===== src/rtl/one_to_sixteen_deserializer_fsm.sv =====
// 1-to-16 serial receiver: samples LSB-first bits while ss is low and presents
// completed words on a valid/ack handshake, flagging aborted frames and overruns.
module one_to_sixteen_deserializer_fsm (
    input  logic        clock,
    input  logic        resetn,
    input  logic        ss,
    input  logic        data_input,
    input  logic        data_ack,
    output logic [15:0] data_output,
    output logic        data_valid,
    output logic        frame_error,
    output logic        overrun,
    output logic [1:0]  y_Q
);

    localparam int unsigned WordW = 16;
    localparam int unsigned ShW   = WordW - 1;
    localparam int unsigned CntW  = 4;

    typedef enum logic [1:0] {
        ST_IDLE   = 2'b00,
        ST_RECV   = 2'b01,
        ST_FLUSH  = 2'b10,
        ST_UNUSED = 2'b11
    } state_t;

    state_t             state_q, state_d;
    logic [WordW-1:0]   shift_q, shift_d;
    logic [CntW-1:0]    cnt_q, cnt_d;
    logic [WordW-1:0]   dout_q, dout_d;
    logic               valid_q, valid_d;
    logic               ferr_q, ferr_d;
    logic               ovr_q, ovr_d;

    // State and datapath registers
    always_ff @(posedge clock or negedge resetn) begin
        if (!resetn) begin
            state_q <= ST_IDLE;
            shift_q <= '0;
            cnt_q   <= '0;
            dout_q  <= '0;
            valid_q <= 1'b0;
            ferr_q  <= 1'b0;
            ovr_q   <= 1'b0;
        end else begin
            state_q <= state_d;
            shift_q <= shift_d;
            cnt_q   <= cnt_d;
            dout_q  <= dout_d;
            valid_q <= valid_d;
            ferr_q  <= ferr_d;
            ovr_q   <= ovr_d;
        end
    end

    // Next-state, shift and handshake logic
    always_comb begin
        state_d = state_q;
        shift_d = shift_q;
        cnt_d   = cnt_q;
        dout_d  = dout_q;
        valid_d = valid_q;
        ferr_d  = 1'b0;
        ovr_d   = ovr_q;

        if (data_ack && valid_q) begin
            valid_d = 1'b0;
        end

        case (state_q)
            ST_IDLE: begin
                cnt_d   = '0;
                shift_d = '0;
                if (!ss) begin
                    shift_d = {data_input, ShW'(0)};
                    cnt_d   = CntW'(1);
                    state_d = ST_RECV;
                end
            end
            ST_RECV: begin
                if (ss) begin
                    ferr_d  = 1'b1;
                    cnt_d   = '0;
                    shift_d = '0;
                    state_d = ST_IDLE;
                end else begin
                    shift_d = {data_input, shift_q[WordW-1:1]};
                    cnt_d   = cnt_q + CntW'(1);
                    // 16th bit: an ack on this same edge frees the slot, so no overrun
                    if (cnt_q == CntW'(WordW - 1)) begin
                        dout_d  = shift_d;
                        valid_d = 1'b1;
                        if (valid_q && !data_ack) begin
                            ovr_d = 1'b1;
                        end
                        state_d = ST_FLUSH;
                    end
                end
            end
            ST_FLUSH: begin
                if (ss) begin
                    state_d = ST_IDLE;
                end
            end
            default: begin
                state_d = ST_IDLE;
            end
        endcase
    end

    assign data_output = dout_q;
    assign data_valid  = valid_q;
    assign frame_error = ferr_q;
    assign overrun     = ovr_q;
    assign y_Q         = state_q;

endmodule


===== config.mk =====
export PLATFORM = sky130hd
export DESIGN_NAME = one_to_sixteen_deserializer_fsm
export DESIGN_NICKNAME = d
export VERILOG_FILES = /design/src/rtl/one_to_sixteen_deserializer_fsm.sv
export SDC_FILE = /design/constraint.sdc
export NUM_CORES = 1
export LEC_CHECK = 0
export CORE_MARGIN = 1.5
export CORE_UTILIZATION = 51
export DETAILED_ROUTE_END_ITERATION = 12
export PLACE_DENSITY = 0.77
export SLEW_MARGIN = 20
export SYNTH_ARGS = -nofsm -noshare
export SYNTH_HDL_FRONTEND = slang
export SYNTH_SLANG_ARGS = --single-unit
export TNS_END_PERCENT = 100

===== constraint.sdc =====
create_clock -name clock -period 2.05 [get_ports clock]
set_clock_uncertainty 0.15 [all_clocks]
set_input_delay 0.205 -clock clock [delete_from_list [all_inputs] [get_ports clock]]
set_output_delay 0.205 -clock clock [all_outputs]
set_load 0.01 [all_outputs]

==> results of run 1 <==
[what timing repair did]
item                                   in CTS  in global routing
hold buffers                                1                  0
resized for setup                           0                  1
setup endpoints to repair                   0                  1
endpoints found under the hold margin      40                  0
[stage by stage]
step | utilization (%) | instance area [um2]
floorplan | - | 1530
global placement | 64.5 | 1810
detailed placement | 64.5 | 1810
CTS | 66.5 | 1870
global route | 66.7 | 1870
finish | 66.7 | 1870
[worst max path at each step]
stage	from	end	slack (ns)	cells past startpoint
final	y_Q[1]	y_Q[1]	0.14	2
after global routing	y_Q[1]	y_Q[1]	0.07	2
after CTS	y_Q[1]	y_Q[1]	0.07	2
after detailed placement	ss	data_output[2]	0.1	5
after global placement	ss	data_output[7]	0.17	5
after floorplan	y_Q[1]	data_output[10]	0.09	6
[logic make-up (layout without fill, tap and decap cells)]
kind of cell	after synthesis	after routing	share of synthesized area (%)
DFF	40	40	65.6
xor gates and xnor gates	1	1	0.574
AOI/OAI and AO/OA	21	21	11.8
buffers and inverters	7	40	3.20
and+or+nand+nor	13	13	6.23
adders and majority gates	1	1	0.820
muxes	16	16	11.8
[placed cells by master (no fill, tap or decap), types with 2 or more instances in the layout]
master           instances
dfrtp_1                 40
clkbuf_4                 5
mux2_1                   7
a22o_1                  17
buf_4                    5
a21o_1                   2
nand3b_1                 2
nand3_1                  2
clkdlybuf4s50_1         24
mux2_2                   9
[metal layers]
metal | GRT usage [%] | vias to the layer above | wire length, um
met2 | 27.6 | 20 | 1240
met4 | 8.31 | 0 | 48
met5 | 0 | - | 0
met1 | 24.5 | 480 | 1200
li1 | - | 435 | -
met3 | 5.13 | 5 | 118
[cell type report]
class                   instances  area (um2)  area share (%)
inverters                       1        3.75           0.201
well taps                      31        38.8            2.07
repair buffers                 32         304            16.3
clock buffers                   6        41.3            2.21
clock inverters                 1        5.00           0.268
flip-flops and latches         40        1000            53.5
multi-input cells              52         477            25.5
[state kept, by name, summed over array words and instances (netlist names)]
signal,count
cnt_q,4
data_valid,1
shift_q,15
overrun,1
frame_error,1
y_Q,2
data_output,16
[power by group through the flow]
| stage | registers [mW] | clock network, mW | logic [mW] |
|---|---|---|---|
| global placement | 0.816 | 0 | 0.0493 |
| global route | 0.803 | 0.405 | 0.0582 |
| finish | 0.801 | 0.361 | 0.0512 |
| floorplan | 0.816 | 0 | 0.0149 |
| detailed placement | 0.817 | 0 | 0.0509 |
| CTS | 0.801 | 0.370 | 0.0526 |
[cell usage after synthesis (all sizes together) (2+ instances only)]
cell    instances  share of area (%)
dfrtp          40                 66
a22o           17                9.8
mux2           16                 12
nor3b           2                1.7
nand3b          2               0.98
clkbuf          3               0.74
buf             3                2.2
a21o            2               0.98
nand3           2               0.66
[worst max-delay path, delay by kind of cell (launching register included)]
family / cells / cell delay, ns
buf+inv: 2 / 0.78
flops: 1 / 0.43
==> metrics.md, run 1 <==
| Metric | Value |
|---|---|
| Status | complete, but fails checks |
| Flop2flop setup slack | 0.32 ns |
| Reg-to-reg startpoint | y_Q[0] |
| Max Cap Viol | 0 |
| Violated checks | design-rule violations |
| Gate power share | 4.2% |
| Die area | 3330 um2 |
| Pins Over Slew Limit | 0 |
| Min cycle time layout | 1.91 ns |
| Starting Density | 54.4% |
| Via count | 940 |
| Die Height | 57.7 um |
| Tot GR Track Use | 18.2% |
| Crit path DAT | 1.56 ns |
| First-pass GRT wire length | 4550 um |
| Routed WL per cell | 16.0 um |
| Hold crit path type | in -> async |
| Cell Int Power | 0.943 mW |
| Critical Path RT | 1.69 ns |
| Distinct cells, synth | 23 |
| Clk slew on worst S/H paths | 0.12 ns |
| # rows | 19 |
| Endpoint class of the critical path | primary output |
| RSZ-0062 raised after global routing | no |
| Top_reg_cell synth | dfrtp_1 |
| TritonRoute pass-1 iters | 8 |
| Remaining antenna violation count after routing | 0 |
| Gr ovfl total | 0 |
| Switching Fraction | 22.3% |
| ANT cells | 0 |
| Register bit total from synthesis | 40 |
| GP Congestion | 0.673 |
| Vias in the first global route | 974 |
| CP Max Fanout | 24 |
| Slew HR | 67.0% |
| Clk sinks | 40 |
| Ys async rst share | 100% |
| CTS tree | yes |
| Synthesized cell area | 1530 um2 |
| Largest net degree at the start of global routing | 41 |
| # DRC | 2 |
| # fillers | 218 |
| Worst R2R End | data_output[2] |
| Clock Tree Buf Depth | 2 |
| Worst hold margin | 0.285 ns |
| DP Cell Count | 155 |
| Synthesized area per cell | 15.4 um2 |
| Fin nets | 138 |
| Warnings from Yosys | 0 |
| HPWL after DPL | 1680 um |
| Via/cell ratio | 5.77 |
| I/O pin count | 26 |
| Critical path's largest stage delay | 0.56 ns |
| Leak | 0.925 nW |
| Switching pwr | 0.270 mW |
| H-tree levels | 2 |
| Final Non-Filler Cells | 163 |
| Sequential share of power | 66.0% |
| Post-synthesis sequential area ratio | 65.6% |
| Power Dens Cells | 649 nW/um2 |
| Area grow syn2layout | 22.5% |
| Mapped Cells | 99 |
| Final period util | 93.3% |
| Post-synth EDFFs | 0 |
| Post-CTS Setup Inserts | 0 |
| Crit path kind | reg -> out |
| Setup TNS | 0 ns |
| Place WS | 0.0984 ns |
| Clock power share | 29.7% |
| Die W | 57.7 um |
| Num CTS Buffers | 5 |
| PortBufs | 25 |
| Core box area | 2810 um2 |
| Total power | 1.21 mW |
| Worst R2R Path Depth | 4 |
| Worst VDD drop | 0.000488 V |
| Syn_nets | 105 |
| Final setup viols | 0 |
| Worst skew pair latency | 0.34 ns |
| Crit path max-delay cell type | clkdlybuf4s50_1 |
| Final WL | 2610 um |
| Fmax | 523 MHz |
| DR iter-0 viols | 24 |
| Worst Tran Pin Value | 0.496 ns |
| CTS root buffer | clkbuf_4 |
| Startpoint Class | flop |
| Final worst slack | 0.137 ns |
| Share of layout cells above drive strength 1 | 18.9% |
| Final Hold Viols | 0 |
| CP cell instances | buf_6, clkdlybuf4s50_1 |
| Antenna violations before repair | 0 |
No activity file was read; power rests on OpenSTA's default activity.
==> run 2: changes to the inputs <==
--- a/config.mk
+++ b/config.mk
@@ -5,10 +5,12 @@
 export SDC_FILE = /design/constraint.sdc
 export NUM_CORES = 1
 export LEC_CHECK = 0
+export CAP_MARGIN = 20
 export CORE_MARGIN = 1.5
 export CORE_UTILIZATION = 51
 export DETAILED_ROUTE_END_ITERATION = 12
 export PLACE_DENSITY = 0.77
+export RECOVER_POWER = 50
 export SLEW_MARGIN = 20
 export SYNTH_ARGS = -nofsm -noshare
 export SYNTH_HDL_FRONTEND = slang
==> metrics.md, run 2 (synthesis results as in run 1) <==
| Metric | Value |
|---|---|
| Slew HR | 36.2% (-31 points) |
| Final worst slack | 0.189 ns (+0.0519 ns) |
| Fmax | 537 MHz (+2.8%) |
| H-tree levels | 2 (unchanged) |
| Clk slew on worst S/H paths | 0.12 ns (about the same) |
| Setup crit end | y_Q[1] |
| Critical path's largest stage delay | 0.56 ns (about the same) |
| Power Dens Cells | 654 nW/um2 (+0.79%) |
| Via count | 938 (-0.21%) |
| Flop2flop setup slack | 0.24 ns (-0.08 ns) |
| Final Non-Filler Cells | 163 (unchanged) |
| Hold Path Cell Cnt | 3 |
| Core box area | 2810 um2 (unchanged) |
| Worst skew pair latency | 0.34 ns (about the same) |
| Final setup viols | 0 (unchanged) |
| Final Hold Viols | 0 (unchanged) |
| Tot GR Track Use | 18.2% (unchanged) |
| CTS root buffer | clkbuf_4 |
| CP cell instances | buf_6, clkdlybuf4s50_1 |
| Endpoint class of the critical path | primary output |
| Setup crit start | y_Q[1] |
| Worst R2R End | shift_q[3] |
| Startpoint Class | flop |
| Place WS | 0.0984 ns (unchanged) |
| Max Cap Viol | 0 (unchanged) |
| Most frequent cells in the layout | dfrtp_1 (40), clkdlybuf4s50_1 (24), a22o_1 (17), mux2_2 (9), mux2_1 (7) |
| Starting Density | 54.4% (unchanged) |
| Hold crit path type | in -> reg |
| Die Height | 57.7 um (unchanged) |
| Area grow syn2layout | 21.4% |
| RSZ-0062 raised after global routing | no |
| Setup TNS | 0 ns (unchanged) |
| First-pass GRT wire length | 4550 um (unchanged) |
| Die area | 3330 um2 (unchanged) |
| CP Max Fanout | 24 (unchanged) |
| Remaining antenna violation count after routing | 0 (unchanged) |
| # fillers | 220 (+0.92%) |
| Worst R2R Path Depth | 3 (-1) |
| Status | complete, but fails checks |
| Critical Path RT | 1.69 ns (about the same) |
| HPWL after DPL | 1680 um (unchanged) |
| TritonRoute pass-1 iters | 8 (unchanged) |
| # DRC | 2 (unchanged) |
| Num CTS Buffers | 5 (unchanged) |
| Final WL | 2610 um (+0.27%) |
| Die W | 57.7 um (unchanged) |
| Multi-input logic area | 465 um2 (-2.4%) |
| Via/cell ratio | 5.75 (-0.21%) |
| Worst VDD drop | 0.000488 V (about the same) |
| Largest net degree at the start of global routing | 41 (unchanged) |
| I/O pin count | 26 (unchanged) |
| Violated checks | design-rule violations |
| Crit path kind | reg -> out |
| Crit path DAT | 1.51 ns (-0.05 ns) |
| Antenna violations before repair | 0 (unchanged) |
| Pins Over Slew Limit | 0 (unchanged) |
| Leak | 0.917 nW (-0.88%) |
| Vias in the first global route | 974 (unchanged) |
| GP Congestion | 0.673 (unchanged) |
| Clk sinks | 40 (unchanged) |
| DR iter-0 viols | 23 (-4.2%) |
| PortBufs | 25 (unchanged) |
| Post-CTS Setup Inserts | 0 (unchanged) |
| Reg-to-reg startpoint | y_Q[0] |
| ANT cells | 0 (unchanged) |
| Fin nets | 138 (unchanged) |
| Crit path max-delay cell type | clkdlybuf4s50_1 |
| Min cycle time layout | 1.86 ns (-0.0519 ns) |
| # rows | 19 (unchanged) |
| Reg area | 1000 um2 (unchanged) |
| Routed WL per cell | 16.0 um (+0.27%) |
| CTS tree | yes |
| DP Cell Count | 155 (unchanged) |
| Max reg flops | 16 (unchanged) |
| Final core occ | 66.1% (-0.62 points) |
| Gr ovfl total | 0 (unchanged) |
| Clock Tree Buf Depth | 2 (unchanged) |
| Commonest non-fill, non-tap cell in the layout | dfrtp_1 |
| Share of layout cells above drive strength 1 | 17.4% (-1.5 points) |
| Worst Tran Pin Value | 0.957 ns (+0.461 ns) |
| Final period util | 90.8% (-2.5 points) |
run 2: cell count changes in the layout (fill, tap and decap cells not counted), sizes merged:
cell and change:
buf -2, clkbuf +2
run 2: cell type report:
cell class,count,share of cell area [%]
clock inverter,1,0.270
multi-input combinational,52,25.1
inverter,1,0.203
timing repair buffer,32,16.1
tap,31,2.09
clock buffer,6,2.23
sequential,40,54.0
run 2: routing by layer:
metal,up-vias,part of all wire [%],global-route usage [%]
li1,435,-,-
met1,478,46,24.5
met2,22,48,27.6
met3,3,4.5,5.13
met4,0,1.1,8.31
met5,-,0,0
run 2: how the worst min path moves through the flow:
stage                           from        endpoint
final                       data_ack      data_valid
after global routing      data_input     shift_q[15]
after CTS                     resetn        cnt_q[1]
after detailed placement      resetn  data_output[0]
after global placement        resetn     frame_error
after floorplan               resetn        cnt_q[0]
run 2: critical path, delay by kind of cell, from the launching register on:
| kind | cells | cell delay, ns |
|---|---|---|
| buffers and inverters | 2 | 0.77 |
| flip-flops | 1 | 0.39 |
run 2: timing repair:
item | in CTS | in global routing
endpoints found under the setup margin | 0 | 1
resized for setup | 0 | 1
hold endpoints to repair | 40 | 0
hold buffers | 1 | 0
run 2: where the power goes:
part / switching [mW] / internal [mW]
logic: 0.0288 / 0.0191
registers: 0.00630 / 0.795
clock network: 0.236 / 0.127
total: 0.271 / 0.941
run 2: through the flow:
step / power [mW] / area [um2] / hold slack (ns)
after global placement: 0.866 / 1810 / 0.132
after CTS: 1.22 / 1870 / 0.300
after global routing: 1.26 / 1850 / 0.345
after detailed placement: 0.868 / 1810 / 0.134
after floorplan: 0.831 / 1530 / -0.241
final: 1.21 / 1850 / 0.324
==> RTL edit 1: new RTL, settings of run 1 <==
`CntW`: 4 -> 2.
--- a/src/rtl/one_to_sixteen_deserializer_fsm.sv
+++ b/src/rtl/one_to_sixteen_deserializer_fsm.sv
@@ -17,3 +17,3 @@
     localparam int unsigned ShW   = WordW - 1;
-    localparam int unsigned CntW  = 4;
+    localparam int unsigned CntW  = 2;
 
Check against the original RTL: not equivalent (a bounded check fails within 10 cycles, from zero or initial values and one cycle with resetn low).
==> RTL edit 1 against run 1 <==
  * Worst hold slack improved by 0.042 ns
  * Worst setup slack improved by 0.12 ns
  * Sequential share of layout area is essentially flat
  * Power decreased by 0.63%
  * Maximum frequency is 6.5% higher
  * First-iteration DRC count fell by 75%
  * Sequential power down 3.1%
  * Synthesized area shrank 7.5%
  * Global-route usage is 1.8 points lower
  * Sequential cell count fell by 2
  * Final area decreased by 4.9%
  * Routed wire length decreased by 10%
  * Critical path depth decreased by 1
  * Critical endpoint unchanged
  * Highest routed layer unchanged
==> RTL edit 1: results (changes against run 1) <==
- R2R Setup Slk: 0.31 ns
- Async S/R FF share, synth: 100% (unchanged)
- Max FO, Critical Path: 7 (-71%)
- Largest net degree at the start of global routing: 39 (-4.9%)
- Routed via count: 862 (-8.3%)
- Hold slack final: 0.328 ns (+0.0424 ns)
- Max reg flops: 16 (unchanged)
- Initial drt markers: 6 (-75%)
- Critical Path AT: 1.44 ns (-0.12 ns)
- Leak pwr: 0.000872 uW (-5.7%)
- First-pass GRT wire length: 3870 um (-15%)
- Port bufs: 25 (unchanged)
- Status: completed
- VDD IR-drop max: 0.000557 V (+14%)
- Initial antenna violation count: 0 (unchanged)
- H-tree Lvls: 2 (unchanged)
- Setup Buffers After CTS: 0 (unchanged)
- Synth unique cells: 20 (-13%)
- Top cell family by delay on the critical path: buffers and inverters
- Hold Path Class: flop to flop
- CP max stage delay: 0.60 ns (+0.04 ns)
- Sequential fraction of the synthesis area: 67.4% (+1.8 points)
- Longest Clk Path Bufs: 2 (unchanged)
- Beginning of the worst hold path: overrun
- Commonest cells post-synth: 38 x dfrtp_1, 16 x a22o_1, 8 x mux2_1, 8 x mux2_2
- Dpl hpwl: 1620 um (-3.8%)
- Initial DRT Pass Iterations: 4 (-4)
- DR WL/cell: 15.3 um (-4.5%)
- Post-synth top area share: 67.4% (+1.8 points)
- Fillers: 187 (-14%)
- # diodes: 0 (unchanged)
- Share of cells above drive strength 1: 18.7% (-0.24 points)
- Nets@finish: 129 (-6.5%)
- Routability cong.: 0.690 (+2.6%)
- Synth area leaders: dfrtp_1 67%, a22o_1 9.9%, mux2_1 6.4%
- Reg-to-reg endpoint: data_output[12]
- Hold Crit Depth: 1
- Clk_lat worst skew: 0.33 ns
- CTS root buffer: clkbuf_4
- Crit Reg-Reg Startpoint: cnt_q[0]
- R2R depth: 4 (unchanged)
- Max-Slew Margin vs Limit: 46.5% (-20 points)
- Post-synthesis net count: 95 (-9.5%)
- Overall Global Routing Usage: 16.4% (-1.8 points)
- CTS buffer count: 5 (unchanged)
- Critical-path top delay cell: clkdlybuf4s50_1
- Clock Pin Slew Worst Setup and Hold Paths: 0.10 ns (-0.02 ns)
==> RTL edit 1: layer usage <==
metal	share of wire (%)	vias up	global-route usage (%)	wire, um
li1	-	394	-	-
met4	1.7	0	8.36	40
met5	0	-	0	0
met1	43	443	20.1	1010
met2	51	20	26.2	1200
met3	3.7	5	4.88	87
==> RTL edit 1: cell families after synthesis <==
family          Yosys count  synth area share, %
buf+inv                   6                 2.48
mux                      16                 12.8
compound gates           22                 13.0
fa+ha+maj                 1                0.886
simple gates              6                 3.46
flops                    38                 67.4
==> RTL edit 1: power by group <==
| part | leakage (uW) | internal [uW] | total, uW | switching [uW] |
|---|---|---|---|---|
| registers | 0.000523 | 765 | 776 | 11.3 |
| logic | 0.000324 | 45.5 | 87.9 | 42.5 |
| clock network | 0.0000254 | 129 | 342 | 212 |
| total | 0.000872 | 940 | 1210 | 266 |
==> RTL edit 1: how the worst max path moves through the flow <==
stage	from	endpoint	slack [ns]	cells after the start
floorplan	cnt_q[0]	data_output[10]	0.35	5
global placement	ss	data_output[13]	0.25	4
detailed placement	ss	data_output[12]	0.23	4
CTS	y_Q[1]	y_Q[1]	0.24	1
global route	y_Q[1]	y_Q[1]	0.19	1
finish	y_Q[1]	y_Q[1]	0.25	1
==> RTL edit 1: per-stage QoR <==
| stage | cells | worst slack [ns] | instance area, um2 | utilization, % |
|---|---|---|---|---|
| after global placement | 145 | 0.250 | 1720 | 67.7 |
| after floorplan | 89 | 0.352 | 1410 | - |
| after detailed placement | 145 | 0.233 | 1720 | 67.7 |
| after global routing | 153 | 0.186 | 1780 | 69.9 |
| final | 153 | 0.253 | 1780 | 69.9 |
| after CTS | 153 | 0.237 | 1780 | 69.9 |
==> RTL edit 1: area by class of cell <==
class	instances	area share, %
flip-flops and latches	38	53.5
repair buffers	32	16.9
multi-input cells	45	24.8
clock buffers	7	2.53
inverters	1	0.211
well taps	30	2.11
==> RTL edit 1: what timing repair did <==
item / CTS / global route
hold endpoints to repair: 38 / 0
resized for setup: 0 / 0
hold buffers: 1 / 0
==> RTL edit 2: new RTL, config.mk and constraints of run 1 <==
Without the edit above. Reset style: synchronous (`resetn`), changed in one clocked block.
--- a/src/rtl/one_to_sixteen_deserializer_fsm.sv
+++ b/src/rtl/one_to_sixteen_deserializer_fsm.sv
@@ -35,3 +35,3 @@
     // State and datapath registers
-    always_ff @(posedge clock or negedge resetn) begin
+    always_ff @(posedge clock) begin
         if (!resetn) begin
Function: differs if resetn is asserted again (counterexample within 4 cycles, from zero or initial values and one cycle with resetn low); with resetn held inactive, the same outputs for 10 cycles.
==> RTL edit 2 against run 1 <==
  * The run still ends with DRC left
  * Critical path type unchanged
  * Final area is 0.47% higher
  * Routed wire length is 7.7% higher
  * Sequential share of layout area is 11 points lower
  * Power is 3.6% higher
  * Worst setup slack better by 0.12 ns
  * Synthesized area is 0.49% higher
  * Largest cell class unchanged
  * Utilization is 0.31 points higher
  * Sequential cell count stayed put
==> RTL edit 2: results (changes against run 1) <==
- Dpl hpwl: 1970 um (+17%)
- Routed length on met1: 1270 um (+5.7%)
- Hold Path Class: flop to flop
- Synth unique cells: 25 (+8.7%)
- Leak pwr: 0.000626 uW (-32%)
- Synth Area in XOR/XNOR: 0% (-0.57 points)
- Final WL: 2810 um (+7.7%)
- Initial DRT Pass Iterations: 12 (+4)
- First-pass GRT wire length: 5000 um (+9.7%)
- Met2 routed WL: 1360 um (+9.6%)
- Violated checks: DRC
- Count leader, synth: dfxtp_1
- Routed via count: 1,209 (+29%)
- Largest net degree at the start of global routing: 24 (-41%)
- VDD IR-drop max: 0.000381 V (-22%)
- CP Launch Point: y_Q[1]
- Fillers: 226 (+3.7%)
- Post-synthesis net count: 166 (+58%)
- Main synth FF type: dfxtp_1
- CP max stage delay: 0.59 ns (+0.03 ns)
- Overall Global Routing Usage: 19.8% (+1.6 points)
- Avg Cell Area, Syn: 9.59 um2 (-38%)
- Via density per instance: 5.52 (-4.3%)
- Routability cong.: 0.804 (+19%)
- Reg-to-reg endpoint: data_output[9]
- Hold slack final: 0.315 ns (+0.0297 ns)
- Clock buf/inv share: 3.53% (+1.1 points)
- Status: finished, violations left
- Met3 Use GR: 4.69% (-0.45 points)
- Met3 WL: 124 um (+5.1%)
- Residual DRC: 1 (-1)
- Vias in the first global route: 1,137 (+17%)
- FF+latch count: 40 (unchanged)
[RTL edit 2: cell count changes after synthesis, sizes merged, moves of 3 or more]
cell    delta
mux2i     +16
a22o      -17
nor2      +17
nand2     +32
a21oi      +3
mux2      -16
a22oi     +15
dfxtp     +40
clkbuf     +6
dfrtp     -40
[RTL edit 2: cells by family (layout without fill, tap and decap cells)]
| family | Yosys count | in the layout |
|---|---|---|
| and+or+nand+nor | 66 | 66 |
| DFF | 40 | 40 |
| AOI/OAI and AO/OA | 24 | 24 |
| muxes | 16 | 16 |
| buffers and inverters | 13 | 41 |
| adders and majority gates | 1 | 1 |
[RTL edit 2: report_power, final]
group	switching (uW)	internal [uW]	leakage [uW]
Clock	254	167	0.0000305
Combinational	29.2	22.0	0.000272
Sequential	3.97	781	0.000323
Total	287	969	0.000626
[RTL edit 2: repair_timing]
item                                    in CTS  in global routing
endpoints found under the setup margin       0                  1
setup buffers                                0                  0
resized for setup                            0                  1
